===== config.mk =====
export PLATFORM = sky130hd
export DESIGN_NAME = disp_seq_ctrl_flat
export DESIGN_NICKNAME = d
export VERILOG_FILES = /design/src/rtl/disp_seq_ctrl_if.sv /design/src/rtl/disp_seq_ctrl.sv /design/src/flat_wrapper.sv
export SDC_FILE = /design/constraint.sdc
export NUM_CORES = 1
export LEC_CHECK = 0
export CAP_MARGIN = 20
export CORE_UTILIZATION = 56
export DETAILED_ROUTE_END_ITERATION = 6
export PLACE_DENSITY = 0.79
export SLEW_MARGIN = 20
export SYNTH_ARGS = -nofsm -noshare
export SYNTH_HDL_FRONTEND = slang
export SYNTH_SLANG_ARGS = --single-unit
export TNS_END_PERCENT = 20

===== constraint.sdc =====
create_clock -name ck1 -period 3.48 [get_ports ck1]
set_clock_uncertainty 0.2 [all_clocks]
set_input_delay 0.87 -clock ck1 [delete_from_list [all_inputs] [get_ports ck1]]
set_output_delay 0.87 -clock ck1 [all_outputs]
set_load 0.005 [all_outputs]

===== src/rtl/disp_seq_ctrl_if.sv =====
// Keypad-to-display bus for disp_seq_ctrl: key handshake plus the registered
// display and commit outputs.
interface disp_seq_ctrl_if;
    logic [3:0]  key_code;
    logic        key_vld;
    logic        key_rdy;
    logic [15:0] q;
    logic [3:0]  blank;
    logic [15:0] value;
    logic        done;

    modport master (
        output key_code, key_vld,
        input  key_rdy, q, blank, value, done
    );

    modport slave (
        input  key_code, key_vld,
        output key_rdy, q, blank, value, done
    );
endinterface


===== src/rtl/disp_seq_ctrl.sv =====
// Four-digit keypad entry sequencer: collects BCD digits, commits them on enter
// and holds the committed value on the display. Optional macro DISP_BLINK_EN blinks it.
module disp_seq_ctrl #(
    parameter int HOLD_TICKS  = 50000000,
    parameter int BLINK_TICKS = 12500000
) (
    input  logic            ck1,
    input  logic            clr_n,
    disp_seq_ctrl_if.slave  bus
);

    if (HOLD_TICKS < 1 || BLINK_TICKS < 1) begin : g_param_check
        $error("disp_seq_ctrl: HOLD_TICKS and BLINK_TICKS must be at least 1");
    end

    typedef enum logic [1:0] {
        S_IDLE  = 2'd0,
        S_ENTRY = 2'd1,
        S_HOLD  = 2'd2
    } state_t;

    state_t      state_reg, state_next;
    logic [15:0] buffer_reg, buffer_next;
    logic [2:0]  count_reg, count_next;
    logic [15:0] value_reg, value_next;
    logic [31:0] hold_reg, hold_next;
    logic        done_next;

    logic [15:0] q_reg, q_next;
    logic [3:0]  blank_reg, blank_next;
    logic        rdy_reg, rdy_next;
    logic        done_reg;

    logic        accept;
    logic [3:0]  blank_entry;
    logic [3:0]  blank_hold;

    // The key is taken against the registered ready, so a key offered on the
    // cycle that enters HOLD is still accepted, and none during HOLD.
    assign accept = bus.key_vld & rdy_reg;

    // State register (also holds the registered outputs).
    always_ff @(posedge ck1 or negedge clr_n) begin
        if (!clr_n) begin
            state_reg  <= S_IDLE;
            buffer_reg <= 16'h0000;
            count_reg  <= 3'd0;
            value_reg  <= 16'h0000;
            hold_reg   <= 32'd0;
            q_reg      <= 16'h0000;
            blank_reg  <= 4'b1111;
            rdy_reg    <= 1'b0;
            done_reg   <= 1'b0;
        end else begin
            state_reg  <= state_next;
            buffer_reg <= buffer_next;
            count_reg  <= count_next;
            value_reg  <= value_next;
            hold_reg   <= hold_next;
            q_reg      <= q_next;
            blank_reg  <= blank_next;
            rdy_reg    <= rdy_next;
            done_reg   <= done_next;
        end
    end

    // Next-state logic.
    always_comb begin
        state_next  = state_reg;
        buffer_next = buffer_reg;
        count_next  = count_reg;
        value_next  = value_reg;
        hold_next   = hold_reg;
        done_next   = 1'b0;
        case (state_reg)
            S_HOLD: begin
                if (hold_reg == 32'd0) begin
                    state_next  = S_IDLE;
                    buffer_next = 16'h0000;
                    count_next  = 3'd0;
                end else begin
                    hold_next = hold_reg - 32'd1;
                end
            end
            default: begin
                if (accept) begin
                    case (bus.key_code)
                        4'h0, 4'h1, 4'h2, 4'h3, 4'h4,
                        4'h5, 4'h6, 4'h7, 4'h8, 4'h9: begin
                            if (count_reg < 3'd4) begin
                                buffer_next = {buffer_reg[11:0], bus.key_code};
                                count_next  = count_reg + 3'd1;
                                state_next  = S_ENTRY;
                            end
                        end
                        4'hA: begin
                            if (count_reg != 3'd0) begin
                                value_next = buffer_reg;
                                done_next  = 1'b1;
                                state_next = S_HOLD;
                                hold_next  = 32'(HOLD_TICKS - 1);
                            end
                        end
                        4'hB: begin
                            if (count_reg != 3'd0) begin
                                buffer_next = {4'h0, buffer_reg[15:4]};
                                count_next  = count_reg - 3'd1;
                                state_next  = (count_reg == 3'd1) ? S_IDLE : S_ENTRY;
                            end
                        end
                        4'hC: begin
                            buffer_next = 16'h0000;
                            count_next  = 3'd0;
                            state_next  = S_IDLE;
                        end
                        default: ;
                    endcase
                end
            end
        endcase
    end

    // Digit n is dark once it lies beyond the number of entered digits.
    for (genvar gi = 0; gi < 4; gi++) begin : g_blank
        assign blank_entry[gi] = (count_next <= 3'(gi));
    end

`ifdef DISP_BLINK_EN
    logic [31:0] blink_cnt_reg, blink_cnt_next;
    logic        blink_phase_reg, blink_phase_next;

    always_ff @(posedge ck1 or negedge clr_n) begin
        if (!clr_n) begin
            blink_cnt_reg   <= 32'd0;
            blink_phase_reg <= 1'b0;
        end else begin
            blink_cnt_reg   <= blink_cnt_next;
            blink_phase_reg <= blink_phase_next;
        end
    end

    // Phase restarts dark-free on every HOLD entry, then flips each BLINK_TICKS.
    always_comb begin
        blink_cnt_next   = blink_cnt_reg;
        blink_phase_next = blink_phase_reg;
        if (state_reg != S_HOLD && state_next == S_HOLD) begin
            blink_cnt_next   = 32'(BLINK_TICKS - 1);
            blink_phase_next = 1'b0;
        end else if (state_reg == S_HOLD) begin
            if (blink_cnt_reg == 32'd0) begin
                blink_cnt_next   = 32'(BLINK_TICKS - 1);
                blink_phase_next = ~blink_phase_reg;
            end else begin
                blink_cnt_next = blink_cnt_reg - 32'd1;
            end
        end
    end

    assign blank_hold = {4{blink_phase_next}};
`else
    assign blank_hold = 4'b0000;
`endif

    // Output logic: registered outputs track the post-edge state.
    always_comb begin
        q_next     = buffer_next;
        blank_next = blank_entry;
        rdy_next   = 1'b1;
        if (state_next == S_HOLD) begin
            q_next     = value_next;
            blank_next = blank_hold;
            rdy_next   = 1'b0;
        end
    end

    assign bus.key_rdy = rdy_reg;
    assign bus.q       = q_reg;
    assign bus.blank   = blank_reg;
    assign bus.value   = value_reg;
    assign bus.done    = done_reg;

endmodule

===== src/flat_wrapper.sv =====
// flat-port wrapper written by rule: the top's interface ports become plain ports
module disp_seq_ctrl_flat 
#(
    parameter int HOLD_TICKS  = 50000000,
    parameter int BLINK_TICKS = 12500000
)
  (ck1, clr_n, bus_key_code, bus_key_vld, bus_key_rdy, bus_q, bus_blank, bus_value, bus_done);
  disp_seq_ctrl_if bus_i ();
  input  logic ck1;
  input  logic clr_n;
  input wire logic [$bits(bus_i.key_code)-1:0] bus_key_code;
  input wire logic [$bits(bus_i.key_vld)-1:0] bus_key_vld;
  output wire logic [$bits(bus_i.key_rdy)-1:0] bus_key_rdy;
  output wire logic [$bits(bus_i.q)-1:0] bus_q;
  output wire logic [$bits(bus_i.blank)-1:0] bus_blank;
  output wire logic [$bits(bus_i.value)-1:0] bus_value;
  output wire logic [$bits(bus_i.done)-1:0] bus_done;
  assign bus_i.key_code = bus_key_code;
  assign bus_i.key_vld = bus_key_vld;
  assign bus_key_rdy = bus_i.key_rdy;
  assign bus_q = bus_i.q;
  assign bus_blank = bus_i.blank;
  assign bus_value = bus_i.value;
  assign bus_done = bus_i.done;
  disp_seq_ctrl #(.HOLD_TICKS(HOLD_TICKS), .BLINK_TICKS(BLINK_TICKS)) u_core (.ck1(ck1), .clr_n(clr_n), .bus(bus_i));
endmodule

======== After elaboration in Yosys (flattened, before gate mapping) ========
Index checks and enable logic that the tools add are counted.
Widths: inputs -> output; s select.
word-level totals
  register bits ........................... 91
  input bits .............................. 7
  output and inout bits ................... 38
  word-level logic and storage cells ...... 78
cells by class
  add/subtract/negate cells ............... 3
  magnitude comparators ................... 5
  eq/ne operators ......................... 16
  multiplexer cells ....................... 36
  bitwise gates (word level) .............. 1
  reduce and logical (&&, ||, !) cells .... 8
operators by type and width
  kind                   number
  $mux 16                10
  $mux 32                5
  $pmux 16 s3            1
  $logic_not 32->1       1
  $sub 32x1->32 const B  1
  $eq 4x4->1 const B     5
  $eq 4x3->1 const B     4
  $mux 3                 5
  $mux 2                 6
  $reduce_or 10->1       1
  $pmux 3 s3             1
  $eq 4x2->1 const B     2
  $pmux 2 s4             1
  $le 3x1->1 const B     2
  $le 3x2->1 const B     2
  $mux 1                 6
  $reduce_bool 2->1      3
  $eq 2x2->1 const B     2
  $eq 4x1->1 const B     1
  $logic_not 4->1        1
  $mux 4                 1
  $reduce_and 4->1       1
  $add 3x1->3 const B    1
  $eq 3x1->1 const B     1
  other kinds (5)        5

======== Depth between registers and ports, before layout ========
Gate-level depths: netlist (run 1).
  word-level depth ........................ 8
  gate-level depth with buffers ........... 10
  depth with buffers taken out ............ 9

======== Worst setup path before layout (run 1) ========
OpenSTA, ideal clock, no wires.
  path kind ............................... input to register
  from .................................... in bus_key_code[3]
  to ...................................... reg u_core.hold_reg[15]
  library setup time ...................... 141 ps
  arrival ................................. 2564 ps
  required time ........................... 3139 ps
  path slack .............................. 575 ps
  stages on the path ...................... 8
  buffers on the path ..................... 3
  cell sequence ........................... clkbuf_1 > o21ai_0 > nand2_1 > a41oi_1 > o31ai_1 > clkbuf_1 > clkbuf_1 > nand3_1
on the way
  word-level cells in the longest chain between the ends .. 3
RTL lines
  element                             line                 source
  start, declared                     flat_wrapper.sv:11   input wire logic [$bits(bus_i.key_code)-1:0] bus_key_code;
  $eq 4x4->1                          disp_seq_ctrl.sv:87  case (bus.key_code)
  $reduce_bool 2->1 (no source line)  -
  $reduce_and 4->1 (no source line)   -
  end signal, assigned                disp_seq_ctrl.sv:59  hold_reg <= hold_next;
  end, declared                       disp_seq_ctrl.sv:26  logic [31:0] hold_reg, hold_next;
No other way between the ends.
A chain may end at the register's enable or synchronous reset.

======== Worst setup path after layout (run 1) ========
  from .................................... reg u_core.hold_reg[26]
  to ...................................... reg u_core.hold_reg[2]
on the way
  word-level cells in the longest chain between the ends .. 3
RTL lines
  element                            line                 source
  $logic_not 32->1                   disp_seq_ctrl.sv:77  if (hold_reg == 32'd0) begin
  $ne 2x2->1 (no source line)        -
  $reduce_and 4->1 (no source line)  -
No other way between the ends.

==> key figures, run 1 <==
Timing
  – Fin Hold WS: 0.2923 ns
  – RSZ-0062 raised after global routing: false
  – Min cycle time layout: 3.204 ns
  – Worst slew margin: between 50% and 60%
  – Final Hold Viols: 0
  – Slew of the pin with the lowest slew margin: ~0.74 ns
  – Fin crit share: 92.06%
  – Max-slew violations: 0
  – # setup viols final: 0
  – Final setup TNS: 0 ns
  – Top achievable clock speed: about 0.31 GHz

Synth
  – Area contributors post-synth: dfrtp_1 52%, nand2_1 7.7%, nor2_1 3.5%
  – Seq/Total Area, Yosys: 54.03%
  – Post-Syn Area: 0.004224 mm²
  – YS warnings: 0
  – Post-synth top flop: dfrtp_1
  – Synth area leader: dfrtp_1
  – Post-Synthesis Cells: 427
  – Syn Nets: 439
  – Avg Inst Size Synth: 9.892 µm²
  – Post-synth top cells: 87 x dfrtp_1, 87 x nand2_1, 39 x nor2_1, 17 x a22oi_1, 16 x nand3_1
  – Distinct cells, synth: 56
  – Register bit count reported by yosys: 91
  – Post-synth ARST share: 100.0%
  – Top cell type's share of synthesized area: 51.54%
  – Post-synth EDFFs: 0

GRT
  – Largest net degree at the start of global routing: 49
  – GRT Util Overall: 27.92%
  – Total grt overflow: 0
  – First-pass GRT wire length: 16.52 mm
  – Antenna violations before repair: 0
  – Vias in the first global route: 3,424

Worst hold path
  – Hold Crit Class: input pin to async pin

Final layout
  – Synthesis-to-finish area growth: 20.73%
  – Max FFs per register: 32
  – Final net count: 492
  – N_diodes: 0
  – Layout cells sized above 1: 10.52%

Clock network
  – CTS sink cnt: 91
  – Clock transition at path regs: 0.09 ns
  – Clock Path Buffers: 2
  – Post-CTS Setup Bufs: 0
  – CTS tree: built
  – Post-CTS resize count: 0
  – Clock Latency Late Sink: around 0.37 ns
  – CTS Root Cell: clkbuf_8
  – CTS buffer count: 9
  – # hold bufs at CTS: 0
  – H-tree depth: 3

Power and ir drop
  – Internal power: 1.412 mW
  – Switching Share: 22.67%
  – PD cells: 358.0 mW/mm²
  – P_leak: about 2.3 nW
  – Reg power frac: between 50% and 60%
  – Comb power frac: under 10%
  – Peak supply drop: 0.2499 mV
  – P_sw: 0.4139 mW
  – Pwr Total: around 1.8 mW
  – Clock Power Share: 39.6%

Die
  – Die Y: 88.85 µm
  – Die X: 88.85 µm
  – # IOs: 45
  – Core area: slightly above 0.007 mm²
  – Starting Density: slightly below 60%
  – Row cnt: 31
  – Die ar.: 0.007894 mm²

Critical path
  – Critical Path Start Type: flop
  – Setup crit end kind: flop
  – Setup CP Type: flop to flop
  – R2R Setup Slk: between 0.2 and 0.3 ns
  – FF-to-FF path depth: 6
  – CP required: 3.52 ns
  – Critical R2R Capture: u_core.hold_reg[2]
  – CP Data Arrival Time: 3.24 ns
  – RR Startpoint: u_core.hold_reg[26]
  – Worst-path fanout max: 27
  – Critical path origin: u_core.hold_reg[26]

Job
  – Max-cap violations: 0

Drt
  – Number of DRC markers in iteration 0: 193
  – Detailed-route via count: 3,526
  – WL/cell: between 15 and 20 µm
  – Drt drc: 0
  – Vias per cell: between 6 and 7
  – Number of detailed-route iterations in the first pass: 5
  – Routed Antenna Nets: 0
  – Post-Route WL: 10.10 mm

Place
  – Post-DP HPWL: 6.880 mm
  – Placer Congestion: 0.8964
  – Port bufs: 44

Outcome
  – Status: finished clean
## worst max-delay path: stages (launching register included)
cell and delay, ns:
dfrtp_1 0.44, or4_4 0.57, or4_4 0.52, o41a_1 0.63, buf_4 0.33, a211oi_1 0.32, a31oi_1 0.07
## per-layer routing
metal	GRT usage [%]	vias up	wire (µm)
met1	35.82	1701	4344
met2	46.50	154	5000
met5	0	-	0
met3	5.690	25	544
met4	11.29	0	208
li1	-	1646	-
## per-stage QoR
step                      instance area, µm²  cells  util (%)  worst slack, ns
after floorplan                         4224    427         -           0.5750
after global routing                    5100    584     70.31           0.2215
after detailed placement                4895    568     67.48          0.06656
after CTS                               5097    584     70.28           0.3236
final                                   5100    584     70.31           0.2763
after global placement                  4892    568     67.45          0.09902
## placed cells by master (no fill, tap or decap), types with 3 or more instances in the layout
| cell | instances |
|---|---|
| clkinv_4 | 3 |
| nand3b_1 | 6 |
| nand3_1 | 16 |
| o21ai_0 | 6 |
| nor4_1 | 9 |
| clkbuf_8 | 9 |
| a21o_1 | 12 |
| a21oi_1 | 6 |
| or4_1 | 5 |
| dfstp_2 | 4 |
| nor2_1 | 37 |
| o41ai_1 | 3 |
| buf_4 | 16 |
| buf_12 | 3 |
| nand2b_1 | 3 |
| a221o_1 | 12 |
| inv_1 | 7 |
| and3_1 | 3 |
| nand2_1 | 87 |
| dfrtp_1 | 87 |
| xor2_1 | 14 |
| ha_1 | 5 |
| nor3_1 | 8 |
| a22oi_1 | 17 |
| xnor2_1 | 3 |
| a211oi_1 | 8 |
| or3_1 | 3 |
| nand4_1 | 5 |
| clkdlybuf4s50_1 | 43 |
| a31oi_1 | 4 |
## power by group through the flow
stage	Clock, mW	Combinational [mW]	Sequential [mW]
6_report	0.723	0.0463	1.06
5_1_grt	0.777	0.0525	1.06
4_1_cts	0.738	0.0476	1.06
3_5_place_dp	0	0.0475	1.08
3_3_place_gp	0	0.0466	1.08
2_1_floorplan	0	0.00793	1.08
## area by class of cell
cell class                 count  area, µm²
tap                           99      123.9
fill                         528       2153
multi-input combinational    308       1851
timing repair buffer          62      610.6
inverter                       8      30.03
clock buffer                  10      127.6
clock inverter                 6      75.07
sequential                    91       2282
## cell families (layout without fill, tap and decap cells)
group / Yosys count / in the layout / synth area share (%)
adders and majority gates: 5 / 5 / 1.481
DFF: 91 / 91 / 54.03
and+or+nand+nor: 201 / 201 / 22.87
xor gates and xnor gates: 17 / 17 / 3.525
buffers and inverters: 28 / 86 / 2.607
AOI/OAI and AO/OA: 84 / 84 / 15.23
muxes: 1 / 1 / 0.2666
## how the worst max path moves through the flow
stage / end / cells after the start / slack (ns)
3_5_place_dp: u_core.buffer_reg[0] / 7 / 0.07
5_1_grt: u_core.hold_reg[5] / 7 / 0.22
4_1_cts: u_core.bus.q[9] / 5 / 0.32
6_report: u_core.hold_reg[2] / 6 / 0.28
2_1_floorplan: u_core.hold_reg[15] / 8 / 0.57
3_3_place_gp: u_core.bus.q[1] / 5 / 0.1
No activity file was read; power rests on OpenSTA's default activity.
==> run 2: changes to the inputs <==
--- a/config.mk
+++ b/config.mk
@@ -13,4 +13,3 @@
 export SYNTH_ARGS = -nofsm -noshare
 export SYNTH_HDL_FRONTEND = slang
 export SYNTH_SLANG_ARGS = --single-unit
-export TNS_END_PERCENT = 20
==> results of run 2 <==
Final layout, timing and power as in run 1 (identical DEF).
